<file path="src/rtl/tuner_sweep_if.sv">
// Configuration, command and tuner-drive signals of the tuner sweep controller.
// cmd_start/cmd_stop are single-cycle pulses sampled on posedge clk; outputs change only on posedge clk.
interface tuner_sweep_if #(
    parameter int FSZ = 26,
    parameter int CSZ = 16
);
    logic [FSZ-1:0] cfg_start;
    logic [FSZ-1:0] cfg_step;
    logic [CSZ-1:0] cfg_points;
    logic [CSZ-1:0] cfg_dwell;
    logic [1:0]     cfg_mode;
    logic           cfg_ns_en;
    logic           cmd_start;
    logic           cmd_stop;
    logic [FSZ-1:0] lo_freq;
    logic           lo_ns_en;
    logic           busy;
    logic           settled;
    logic           step_strobe;
    logic           sweep_done;
    logic [1:0]     fsm_state;

    modport master (
        output cfg_start, cfg_step, cfg_points, cfg_dwell, cfg_mode, cfg_ns_en,
        output cmd_start, cmd_stop,
        input  lo_freq, lo_ns_en, busy, settled, step_strobe, sweep_done, fsm_state
    );

    modport slave (
        input  cfg_start, cfg_step, cfg_points, cfg_dwell, cfg_mode, cfg_ns_en,
        input  cmd_start, cmd_stop,
        output lo_freq, lo_ns_en, busy, settled, step_strobe, sweep_done, fsm_state
    );
endinterface

</file>
<file path="src/rtl/tuner_sweep_ctrl.sv">
// Tuning-word sequencer: static tune, one-shot and continuous stepped sweeps,
// with a settled flag blanked for SETTLE cycles after every retune.
module tuner_sweep_ctrl #(
    parameter int FSZ    = 26,
    parameter int CSZ    = 16,
    parameter int SETTLE = 4
) (
    input  logic          clk,
    input  logic          reset,
    tuner_sweep_if.slave  bus
);
    typedef enum logic [1:0] {
        S_IDLE   = 2'd0,
        S_SETTLE = 2'd1,
        S_DWELL  = 2'd2
    } state_t;

    localparam logic [CSZ-1:0] SETTLE_CNT = CSZ'(SETTLE);
    localparam logic [CSZ-1:0] ONE        = CSZ'(1);

    state_t         state;
    logic [FSZ-1:0] sh_start;
    logic [FSZ-1:0] sh_step;
    logic [CSZ-1:0] sh_last;
    logic [CSZ-1:0] sh_dwell;
    logic [1:0]     sh_mode;
    logic [CSZ-1:0] cnt;
    logic [CSZ-1:0] k;
    logic           sweep_mode;

    // Mode 3 is reserved and behaves as static.
    assign sweep_mode    = (sh_mode == 2'd1) || (sh_mode == 2'd2);
    assign bus.fsm_state = state;

    always_ff @(posedge clk) begin
        if (reset) begin
            state           <= S_IDLE;
            sh_start        <= '0;
            sh_step         <= '0;
            sh_last         <= '0;
            sh_dwell        <= '0;
            sh_mode         <= '0;
            cnt             <= '0;
            k               <= '0;
            bus.lo_freq     <= '0;
            bus.lo_ns_en    <= 1'b0;
            bus.busy        <= 1'b0;
            bus.settled     <= 1'b0;
            bus.step_strobe <= 1'b0;
            bus.sweep_done  <= 1'b0;
        end else begin
            bus.step_strobe <= 1'b0;
            bus.sweep_done  <= 1'b0;
            if (state != S_IDLE && bus.cmd_stop) begin
                state       <= S_IDLE;
                bus.busy    <= 1'b0;
                bus.settled <= 1'b0;
            end else begin
                case (state)
                    S_IDLE: begin
                        if (bus.cmd_start && !bus.cmd_stop) begin
                            sh_start        <= bus.cfg_start;
                            sh_step         <= bus.cfg_step;
                            sh_last         <= (bus.cfg_points == '0) ? '0 : bus.cfg_points - ONE;
                            sh_dwell        <= (bus.cfg_dwell == '0) ? ONE : bus.cfg_dwell;
                            sh_mode         <= bus.cfg_mode;
                            k               <= '0;
                            cnt             <= SETTLE_CNT;
                            bus.lo_freq     <= bus.cfg_start;
                            bus.lo_ns_en    <= bus.cfg_ns_en;
                            bus.step_strobe <= 1'b1;
                            bus.busy        <= 1'b1;
                            bus.settled     <= 1'b0;
                            state           <= S_SETTLE;
                        end
                    end
                    S_SETTLE: begin
                        if (cnt <= ONE) begin
                            state       <= S_DWELL;
                            bus.settled <= 1'b1;
                            cnt         <= sh_dwell;
                        end else begin
                            cnt <= cnt - ONE;
                        end
                    end
                    S_DWELL: begin
                        // Static tune parks here until stopped.
                        if (sweep_mode) begin
                            if (cnt > ONE) begin
                                cnt <= cnt - ONE;
                            end else if (k != sh_last) begin
                                k               <= k + ONE;
                                bus.lo_freq     <= bus.lo_freq + sh_step;
                                bus.step_strobe <= 1'b1;
                                bus.settled     <= 1'b0;
                                cnt             <= SETTLE_CNT;
                                state           <= S_SETTLE;
                            end else begin
                                bus.sweep_done <= 1'b1;
                                bus.settled    <= 1'b0;
                                if (sh_mode == 2'd1) begin
                                    bus.busy <= 1'b0;
                                    state    <= S_IDLE;
                                end else begin
                                    k               <= '0;
                                    bus.lo_freq     <= sh_start;
                                    bus.step_strobe <= 1'b1;
                                    cnt             <= SETTLE_CNT;
                                    state           <= S_SETTLE;
                                end
                            end
                        end
                    end
                    default: state <= S_IDLE;
                endcase
            end
        end
    end
endmodule

</file>
<file path="src/flat_wrapper.sv">
// flat-port wrapper written by rule: the top's interface ports become plain ports
module tuner_sweep_ctrl_flat 
#(
    parameter int FSZ    = 26,
    parameter int CSZ    = 16,
    parameter int SETTLE = 4
)
  (clk, reset, bus_cfg_start, bus_cfg_step, bus_cfg_points, bus_cfg_dwell, bus_cfg_mode, bus_cfg_ns_en, bus_cmd_start, bus_cmd_stop, bus_lo_freq, bus_lo_ns_en, bus_busy, bus_settled, bus_step_strobe, bus_sweep_done, bus_fsm_state);
  tuner_sweep_if #(.FSZ(FSZ), .CSZ(CSZ)) bus_i ();
  input  logic clk;
  input  logic reset;
  input wire logic [$bits(bus_i.cfg_start)-1:0] bus_cfg_start;
  input wire logic [$bits(bus_i.cfg_step)-1:0] bus_cfg_step;
  input wire logic [$bits(bus_i.cfg_points)-1:0] bus_cfg_points;
  input wire logic [$bits(bus_i.cfg_dwell)-1:0] bus_cfg_dwell;
  input wire logic [$bits(bus_i.cfg_mode)-1:0] bus_cfg_mode;
  input wire logic [$bits(bus_i.cfg_ns_en)-1:0] bus_cfg_ns_en;
  input wire logic [$bits(bus_i.cmd_start)-1:0] bus_cmd_start;
  input wire logic [$bits(bus_i.cmd_stop)-1:0] bus_cmd_stop;
  output wire logic [$bits(bus_i.lo_freq)-1:0] bus_lo_freq;
  output wire logic [$bits(bus_i.lo_ns_en)-1:0] bus_lo_ns_en;
  output wire logic [$bits(bus_i.busy)-1:0] bus_busy;
  output wire logic [$bits(bus_i.settled)-1:0] bus_settled;
  output wire logic [$bits(bus_i.step_strobe)-1:0] bus_step_strobe;
  output wire logic [$bits(bus_i.sweep_done)-1:0] bus_sweep_done;
  output wire logic [$bits(bus_i.fsm_state)-1:0] bus_fsm_state;
  assign bus_i.cfg_start = bus_cfg_start;
  assign bus_i.cfg_step = bus_cfg_step;
  assign bus_i.cfg_points = bus_cfg_points;
  assign bus_i.cfg_dwell = bus_cfg_dwell;
  assign bus_i.cfg_mode = bus_cfg_mode;
  assign bus_i.cfg_ns_en = bus_cfg_ns_en;
  assign bus_i.cmd_start = bus_cmd_start;
  assign bus_i.cmd_stop = bus_cmd_stop;
  assign bus_lo_freq = bus_i.lo_freq;
  assign bus_lo_ns_en = bus_i.lo_ns_en;
  assign bus_busy = bus_i.busy;
  assign bus_settled = bus_i.settled;
  assign bus_step_strobe = bus_i.step_strobe;
  assign bus_sweep_done = bus_i.sweep_done;
  assign bus_fsm_state = bus_i.fsm_state;
  tuner_sweep_ctrl #(.FSZ(FSZ), .CSZ(CSZ), .SETTLE(SETTLE)) u_core (.clk(clk), .reset(reset), .bus(bus_i));
endmodule
</file>
<file path="config.mk">
export PLATFORM = sky130hd
export DESIGN_NAME = tuner_sweep_ctrl_flat
export DESIGN_NICKNAME = d
export VERILOG_FILES = /design/src/rtl/tuner_sweep_if.sv /design/src/rtl/tuner_sweep_ctrl.sv /design/src/flat_wrapper.sv
export SDC_FILE = /design/constraint.sdc
export NUM_CORES = 1
export LEC_CHECK = 0
export CORE_MARGIN = 2
export CORE_UTILIZATION = 33
export DETAILED_ROUTE_END_ITERATION = 6
export PLACE_DENSITY = 0.51
export SLEW_MARGIN = 10
export SYNTH_ARGS = -nofsm -noshare
export SYNTH_HDL_FRONTEND = slang
export SYNTH_SLANG_ARGS = --single-unit
</file>
<file path="constraint.sdc">
create_clock -name clk -period 6.2 [get_ports clk]
set_clock_uncertainty 0.15 [all_clocks]
set_input_delay 1.55 -clock clk [delete_from_list [all_inputs] [get_ports clk]]
set_output_delay 1.55 -clock clk [all_outputs]
set_load 0.005 [all_outputs]
</file>
Word-level counts from Yosys, hierarchy flattened
Index checks and enable logic that the tools add are counted.
Widths: inputs -> output; s select.

storage, ports and cells
  logic and storage cells = 100
  input port bits = 91
  flip-flop bits (word level) = 151
  output and inout bits = 33

operators by class
  magnitude comparators = 2
  equality and inequality tests = 13
  add/subtract/negate cells = 4
  bitwise operators = 3
  reduce and logical (&&, ||, !) cells = 18
  multiplexer cells = 46

operators by type and width
  cell                   count
  $mux 16                13
  $mux 26                5
  $pmux 26 s2            1
  $pmux 16 s3            1
  $logic_not 16->1       2
  $pmux 16 s2            1
  $sub 16x1->16 const B  2
  $add 26x26->26         1
  $add 16x1->16 const B  1
  $gt 16x1->1 const B    1
  $le 16x1->1 const B    1
  $mux 1                 16
  $ne 16x16->1           1
  $reduce_and 6->1       2
  $mux 2                 5
  $reduce_and 5->1       2
  $ne 2x1->1 const B     4
  $pmux 2 s3             1
  $reduce_or 5->1        1
  $eq 2x1->1 const B     2
  $eq 2x2->1 const B     2
  $ne 2x2->1 const B     2
  $ne 4x4->1 const B     1
  $pmux 1 s2             2
  other kinds (12)       16

Longest topological paths before layout
Gate-level depths: netlist of run 1.

  depth in word-level cells = 6
  depth in mapped cells = 12
  depth with buffers taken out = 10

Least setup slack after synthesis of run 1
No wires, ideal clock.

  path type = in2reg
  start = in bus_cfg_points[0]
  end = reg u_core.sh_last[4]
  data arrival time = 3543 ps
  buffers on the path = 1
  slack = 2380 ps
  stages = 10
  library setup time = 128 ps
  cells stage by stage = inv_1 -> ha_1 -> or3b_2 -> nor3_1 -> nand2b_1 -> nor4_1 -> a21oi_1 -> clkbuf_1 -> a22oi_1 -> nor2_1

on the way
  longest elaborated chain between the ends = 2
  elaborated cells between the ends (all ways) = 3
  those cells by class = add/sub: 1; mux: 1; reduce/logical: 1

RTL lines
  item                                               line                    source
  start, declared                                    flat_wrapper.sv:14      input wire logic [$bits(bus_i.cfg_points)-1:0] bus_cfg_points;
  $sub 16x1->16 or $logic_not 16->1 (tied branches)  tuner_sweep_ctrl.sv:64  sh_last <= (bus.cfg_points == '0) ? '0 : bus.cfg_points - ONE;
  $mux 16 (*)                                        tuner_sweep_ctrl.sv:64
  end signal, assigned                               tuner_sweep_ctrl.sv:64
  end, declared                                      tuner_sweep_ctrl.sv:24  logic [CSZ-1:0] sh_last;

Mark *: on every way between the ends. The rest lies on a longest branch, timed or not.
A chain may end at the register's enable or synchronous reset.

Worst setup path in the final report of run 1
  start = in bus_cfg_points[0]
  end = reg u_core.sh_last[9]

The elaborated chain is that of the path after synthesis.

==> reports/qor.json, run 1 <==
{
  "layout": {
    "seqCellArea_um2": 3020,
    "multi_input_area_um2": 4940,
    "design_area_um2": 10300,
    "area_growth_pct": 25.5,
    "final_core_utilization_pct": 42.4,
    "layout.cells.non_filler": 1506,
    "finish.net_count": 1296,
    "layout-drive-gt1-share_pct": 4.57,
    "count_of_fill_cells_added_during_filler_insertion": 2538
  },
  "floorplanning": {
    "floorplan.initialDensity_pct": 33.8,
    "floorplan.die.height_um": 162,
    "dieArea_um2": 26300,
    "placementRows": 57,
    "io_pins": 124,
    "die_w_um": 162,
    "core_region_area_um2": 24400
  },
  "critical_path": {
    "worstPathRequired_ns": 6.34,
    "cell_family_contributing_the_most_delay_on_the_critical_path": "simple AND/OR/NAND/NOR gates",
    "critical-path-slowest-cell": "sky130_fd_sc_hd__or3b_2",
    "crit_path_end_kind": "register",
    "critPathMaxFanout": 15,
    "path_class": "input pin to register",
    "most_common_cell_type_on_the_critical_path": "sky130_fd_sc_hd__a21oi_1",
    "timing.critical_path.depth": 11,
    "worstPathArrival_ns": 4.35,
    "worstSetupStartpointType": "input pin",
    "worst_r2r_path_depth": 8,
    "timing.critical_path.cells": "clkdlybuf4s50_1, inv_1, ha_1, or3b_2, nor3_1, nand2b_1, nor4_1, a21oi_1, a21boi_0, a21oi_1, nor2_1",
    "timing.critical_path.slowest_cell_delay_ns": 0.47,
    "timing.critical_path.buf_inv": 2
  },
  "placement": {
    "io_buffers": 123,
    "detailedPlacementHpwl_mm": 16.4,
    "pre_cts_ws_ns": 1.52,
    "globalplace.congestion": 0.790,
    "dp_cells": 1474,
    "dpl-instance-area_um2": 9720
  },
  "synth": {
    "syn_area_um2": 8240,
    "postSynthRegisterBits": 151,
    "seq_area_frac_synth_pct": 36.7,
    "syn_area_per_cell_um2": 7.64,
    "async_flop_share_pct": 0,
    "synth.yosys.warnings": 0,
    "synth-edff-count": 0,
    "ys_types": 58,
    "yosys_most_used_dff": "sky130_fd_sc_hd__dfxtp_1",
    "syn-instance-count": 1079,
    "synth.net_count": 1206
  },
  "timing": {
    "timing.final.max_slew_violations": 0,
    "final-setup-viol-count": 0,
    "max_slew.worst_pin.slew_ns": 1.12,
    "final_hold_viol_count": 0,
    "relSlewSlack_pct": 25.5,
    "grt_setup_unrepaired": "no",
    "period_needed_ns": 4.21,
    "setup_slack_ns": 1.99,
    "worst_hold_slack_ns": 0.304,
    "finalCritPeriodShare_pct": 67.8,
    "fmax_mhz": 238,
    "setup_tns_ns": 0
  },
  "power": {
    "power_frac_seq_pct": 34.9,
    "power.total_mw": 3.30,
    "intPower_mw": 2.18,
    "power_per_cell_area_nw_per_um2": 319,
    "leakage_nw": 4.13,
    "power.share.clock_pct": 33.8,
    "switchingPower_mw": 1.12,
    "vdd.ir_drop.worst_v": 0.000170,
    "power.share.switching_pct": 33.8,
    "combPwrFrac_pct": 31.3
  },
  "global_routing": {
    "grt_start_max_net_pins": 87,
    "number_of_antenna_violations_at_the_first_check_in_global_routing": 2,
    "grt_overflow_total": 0,
    "wire_length_of_the_first_global_routing_pass_mm": 39.5,
    "first_global_vias": 7490,
    "grt.total_usage_pct": 18.6
  },
  "drt": {
    "drt_first_pass_iters": 6,
    "detail_route.wl_per_cell_um": 15.9,
    "drt.antenna.violating_nets": 0,
    "highest_layer": "met5",
    "initialDrtViolationCount": 449,
    "via_per_inst": 5.04,
    "met3_wirelength_um": 977,
    "totalWireLength_mm": 23.9,
    "route.detailed.drc": 0,
    "vias": 7595,
    "drt-met1-wl_mm": 11.8,
    "dr_wl_met2_mm": 10.9
  },
  "clock_tree": {
    "cts_root_buf": "sky130_fd_sc_hd__clkbuf_16",
    "post-cts-setup-buffers": 0,
    "clock_tree.buffer_depth": 2,
    "clock_sinks": 151,
    "htreeDepth": 4,
    "worstSkewPairLatency_ns": 0.43,
    "clock_tree_from_tritoncts": "yes",
    "cts-hold-fix-buffers": 0,
    "cts.clk_slew.worst_paths_ns": 0.06,
    "post_cts_resize_count": 0,
    "cts_made_buffers": 17
  },
  "run": {
    "max-cap-violations": 0
  },
  "min_path": {
    "worst_hold_path_type": "register to register",
    "min_path_cells": 2
  },
  "run_status": {
    "status": "completed"
  }
}
-- sequential cells by signal, summed over array words and instances, names as in the netlist, 2 cells and up --
signal                flops
u_core.bus.fsm_state      2
u_core.sh_mode            2
u_core.sh_last           16
u_core.cnt               16
u_core.sh_step           26
u_core.sh_start          26
u_core.bus.lo_freq       26
u_core.sh_dwell          16
u_core.k                 16
-- worst register-to-register path: cells and delay by family, from the launching register on --
kind                       cells  cell delay, ns
and+or+nand+nor                2            0.54
buffers and inverters          2            0.68
muxes                          1            0.15
AOI/OAI and AO/OA              2            1.13
DFF                            1            0.37
adders and majority gates      1            0.17
-- cell families (layout without fill, tap and decap cells) --
logic type,after synthesis,after routing,share of synthesized area [%]
xor+xnor,72,72,7.65
simple gates,457,457,24.3
mux,27,27,3.29
other cells,0,1,0
compound gates,259,259,18.9
flops,151,151,36.7
fa+ha+maj,36,36,5.55
buf+inv,77,179,3.61
-- synth_stat cells (all sizes together) (17+ instances only) --
library cell	count	share of area [%]
nor3	28	1.7
ha	35	5.3
dfxtp	151	37
mux2i	26	3.2
nand2	230	10
nor4	17	1.3
xor2	49	5.2
clkbuf	50	2.3
a21oi	133	8.1
nor2	94	4.3
a21o	18	1.6
nand3	31	1.9
o21ai	32	1.9
xnor2	23	2.4
-- routing by layer --
metal,up-vias,global-route usage [%]
met5,-,0
met4,2,3.86
met3,14,3.58
met2,129,30.5
met1,3526,25.6
li1,3924,-
-- area by class of cell --
type | count | share of cell area, %
Timing Repair Buffer | 132 | 12.5
Clock buffer | 23 | 4.62
Clock inverter | 8 | 1.40
Sequential cell | 151 | 29.2
Inverter | 16 | 0.580
Antenna cell | 1 | 0.0242
Multi-Input combinational cell | 851 | 47.7
Tap cell | 324 | 3.92
-- power groups by stage --
stage                     clock network (mW)  logic [mW]  registers [mW]
after floorplan                            0       0.708            1.15
after global placement                     0        1.04            1.17
after detailed placement                   0        1.04            1.17
after CTS                               1.15        1.04            1.15
after global routing                    1.18        1.16            1.16
final                                   1.12        1.03            1.15
-- cell usage in the layout (no fill, tap or decap), types with 7 or more instances in the layout --
master / synthesis / routed
sky130_fd_sc_hd__nand3_1: 31 / 31
sky130_fd_sc_hd__nand4_1: 8 / 8
sky130_fd_sc_hd__dfxtp_1: 151 / 151
sky130_fd_sc_hd__a21oi_1: 132 / 132
sky130_fd_sc_hd__inv_1: 16 / 16
sky130_fd_sc_hd__clkbuf_16: 0 / 17
sky130_fd_sc_hd__o21ai_0: 31 / 31
sky130_fd_sc_hd__nand2_1: 230 / 229
sky130_fd_sc_hd__xor2_1: 49 / 49
sky130_fd_sc_hd__a22oi_1: 16 / 16
sky130_fd_sc_hd__a211oi_1: 10 / 10
sky130_fd_sc_hd__buf_4: 0 / 10
sky130_fd_sc_hd__nand2b_1: 7 / 7
sky130_fd_sc_hd__a21o_1: 18 / 18
sky130_fd_sc_hd__mux2i_1: 26 / 26
sky130_fd_sc_hd__a311oi_1: 7 / 7
sky130_fd_sc_hd__o211ai_1: 8 / 8
sky130_fd_sc_hd__and3_1: 7 / 7
sky130_fd_sc_hd__clkdlybuf4s50_1: 0 / 122
sky130_fd_sc_hd__nor2_1: 93 / 93
sky130_fd_sc_hd__nor3_1: 28 / 28
sky130_fd_sc_hd__or3_1: 8 / 8
sky130_fd_sc_hd__nor4_1: 17 / 17
sky130_fd_sc_hd__ha_1: 35 / 34
sky130_fd_sc_hd__xnor2_1: 23 / 23
-- worst paths after layout --
kind,to,start,slack (ns)
worst max register to register,u_core.k[9]$_SDFFE_PP0P_,u_core.bus.fsm_state[0]$_SDFFE_PP0P_,2.88
worst min-delay path,u_core.sh_start[10]$_SDFFE_PP0P_,u_core.sh_start[10]$_SDFFE_PP0P_,0.30
worst max-delay path,u_core.sh_last[9]$_SDFFE_PP0P_,bus_cfg_points[0],1.99
worst min register to register,u_core.sh_start[10]$_SDFFE_PP0P_,u_core.sh_start[10]$_SDFFE_PP0P_,0.30
(Power assumes the default switching activity.)
==> run 2: changes to the inputs <==
Settings changed: PLACE_DENSITY 0.51 to 0.53.
Clock period 6.2 ns to 3.59 ns, I/O delays scaled along.
==> run 2 against run 1 <==
Compared with the run above: register-to-register slack worse by 2.4 ns; flip-flop and latch count unchanged; die area stayed put; critical path type unchanged; critical endpoint is now u_core.sh_last[14]$_SDFFE_PP0P_.
==> reports/qor.json, run 2 (synthesis results as in run 1) <==
{
  "placement": {
    "globalplace.congestion": 0.810,
    "detailedPlacementHpwl_mm": 17.0,
    "dp_cells": 1488,
    "io_buffers": 123
  },
  "critical_path": {
    "regToRegSetupSlack_ns": 0.46,
    "timing.critical_path.buf_inv": 3,
    "critPathMaxFanout": 3,
    "worstPathArrival_ns": 3.43,
    "path_class": "input pin to register",
    "worst_r2r_path_depth": 11,
    "cell_family_contributing_the_most_delay_on_the_critical_path": "simple AND/OR/NAND/NOR gates",
    "crit_path_end_kind": "register",
    "timing.rr.start": "u_core.bus.lo_freq[0]$_SDFFE_PP0P_",
    "crit-reg2reg-capture": "u_core.bus.lo_freq[12]$_SDFFE_PP0P_",
    "most_common_cell_type_on_the_critical_path": "sky130_fd_sc_hd__nor3_1",
    "timing.critical_path.cells": "clkdlybuf4s50_1, inv_1, ha_1, or3b_2, nor3_1, nand2b_1, nor4_1, buf_4, nand2_1, nor3_1, nand3b_1, a311oi_1",
    "worstSetupStartpointType": "input pin",
    "worstPathRequired_ns": 3.78,
    "critical-path-slowest-cell": "sky130_fd_sc_hd__or3b_2",
    "timing.critical_path.slowest_cell_delay_ns": 0.48
  },
  "global_routing": {
    "grt.total_usage_pct": 18.3,
    "number_of_antenna_violations_at_the_first_check_in_global_routing": 1,
    "first_global_vias": 7330,
    "grt_overflow_total": 0,
    "wire_length_of_the_first_global_routing_pass_mm": 38.6,
    "grt_start_max_net_pins": 57
  },
  "clock_tree": {
    "cts_root_buf": "sky130_fd_sc_hd__clkbuf_16",
    "cts_made_buffers": 17,
    "cts-hold-fix-buffers": 0,
    "clock_sinks": 151,
    "clock_tree_from_tritoncts": "yes",
    "worstSkewPairLatency_ns": 0.43,
    "clock_tree.buffer_depth": 2,
    "cts.clk_slew.worst_paths_ns": 0.06,
    "htreeDepth": 4
  },
  "layout": {
    "count_of_fill_cells_added_during_filler_insertion": 2531,
    "layout-drive-gt1-share_pct": 5.85,
    "finish.net_count": 1310,
    "reg.largest.list": "u_core.bus.lo_freq x26, u_core.sh_start x26, u_core.sh_step x26",
    "final_core_utilization_pct": 42.9,
    "most-common-layout-cells": "sky130_fd_sc_hd__nand2_1, sky130_fd_sc_hd__dfxtp_1, sky130_fd_sc_hd__a21oi_1, sky130_fd_sc_hd__clkdlybuf4s50_1, sky130_fd_sc_hd__nor2_1",
    "layout.cells.non_filler": 1521,
    "mostFrequentLayoutCell": "sky130_fd_sc_hd__nand2_1",
    "area_growth_pct": 26.9
  },
  "timing": {
    "max_slew.worst_pin.slew_ns": 0.717,
    "final-setup-viol-count": 0,
    "relSlewSlack_pct": 52.2,
    "grt_setup_unrepaired": "no",
    "timing.final.max_slew_violations": 0,
    "period_needed_ns": 3.24,
    "fmax_mhz": 308,
    "final_hold_viol_count": 0,
    "finalCritPeriodShare_pct": 90.4
  },
  "min_path": {
    "timing.hold.worst.start": "u_core.sh_start[0]$_SDFFE_PP0P_",
    "min_to": "u_core.sh_start[0]$_SDFFE_PP0P_",
    "min_path_cells": 2,
    "worst_hold_path_type": "register to register"
  },
  "floorplanning": {
    "core_region_area_um2": 24400,
    "die_w_um": 162,
    "dieArea_um2": 26300,
    "placementRows": 57,
    "io_pins": 124,
    "floorplan.die.height_um": 162,
    "floorplan.initialDensity_pct": 33.8
  },
  "power": {
    "vdd.ir_drop.worst_v": 0.000283,
    "leakage_nw": 4.20,
    "power_per_cell_area_nw_per_um2": 543
  },
  "drt": {
    "detail_route.wl_per_cell_um": 15.9,
    "drt_first_pass_iters": 5,
    "totalWireLength_mm": 24.1,
    "route.detailed.drc": 0,
    "initialDrtViolationCount": 513,
    "via_per_inst": 5.10,
    "drt.antenna.violating_nets": 0,
    "vias": 7761
  },
  "run": {
    "max-cap-violations": 0
  },
  "run_status": {
    "status": "completed"
  }
}
## run 2: cell types whose count changed in the layout (fill, tap and decap cells not counted)
cell,previous run,this run
sky130_fd_sc_hd__buf_4,10,22
sky130_fd_sc_hd__clkinvlp_4,2,4
sky130_fd_sc_hd__clkbuf_8,3,2
sky130_fd_sc_hd__o311ai_1,0,1
sky130_fd_sc_hd__clkbuf_1,3,2
sky130_fd_sc_hd__o311ai_0,1,0
sky130_fd_sc_hd__inv_6,0,1
sky130_fd_sc_hd__bufinv_16,4,3
sky130_fd_sc_hd__clkinv_4,0,1
sky130_fd_sc_hd__buf_12,0,2
## run 2: worst max path at each step
stage,end,start,cells after the start
final,u_core.sh_last[14]$_SDFFE_PP0P_,bus_cfg_points[0],12
after global routing,u_core.sh_last[14]$_SDFFE_PP0P_,bus_cfg_points[0],12
after CTS,u_core.sh_last[14]$_SDFFE_PP0P_,bus_cfg_points[0],12
after detailed placement,u_core.sh_last[14]$_SDFFE_PP0P_,bus_cfg_points[0],12
after global placement,u_core.sh_last[14]$_SDFFE_PP0P_,bus_cfg_points[0],12
after floorplan,u_core.sh_last[4]$_SDFFE_PP0P_,bus_cfg_points[0],10
## run 2: report_power, final
part | internal, mW | switching (mW) | leakage (nW)
combinational | 0.748 | 1.09 | 2.68
sequential | 1.84 | 0.139 | 1.23
clock | 1.13 | 0.729 | 0.286
## run 2: through the flow
step                hold slack, ns  setup TNS [ns]  setup WS, ns  total power, mW  instance area [um2]
floorplan                    0.283               0         0.422             3.20                 8240
global placement             0.293               0        0.0361             3.84                 9850
detailed placement           0.297         -0.0819       -0.0819             3.85                 9850
CTS                          0.306               0         0.361             5.73                10500
global route                 0.323               0         0.147             6.01                10500
finish                       0.303               0         0.345             5.68                10500
## run 2: repair_timing
action	CTS	global route
gates resized for setup	0	1
buffers inserted	0	0
setup endpoints to repair	0	1
## run 2: area by class of cell
type | instances | area [um2] | share of cell area (%)
tap | 324 | 405 | 3.87
antenna | 1 | 2.50 | 0.0239
clock inverter | 11 | 148 | 1.41
clock buffer | 21 | 460 | 4.40
timing repair buffer | 146 | 1430 | 13.6
multi-input combinational | 851 | 4940 | 47.2
inverter | 16 | 60.1 | 0.574
sequential | 151 | 3020 | 28.9
## run 2: routing by layer
metal	share of wire (%)	track usage [%]
met1	49	25.1
met2	46	30.1
met3	4.5	3.68
met4	0.68	3.74
met5	0	0
## run 2: worst reg2reg max path, stage by stage (launching register included)
cell	delay, ns
sky130_fd_sc_hd__dfxtp_1	0.33
sky130_fd_sc_hd__ha_1	0.26
sky130_fd_sc_hd__fa_1	0.44
sky130_fd_sc_hd__a211oi_1	0.35
sky130_fd_sc_hd__o21ai_0	0.19
sky130_fd_sc_hd__buf_4	0.18
sky130_fd_sc_hd__nand4_1	0.09
sky130_fd_sc_hd__nand2_1	0.11
sky130_fd_sc_hd__xor2_1	0.20
sky130_fd_sc_hd__mux2i_1	0.09
sky130_fd_sc_hd__a2111oi_0	0.52
sky130_fd_sc_hd__a31o_2	0.17
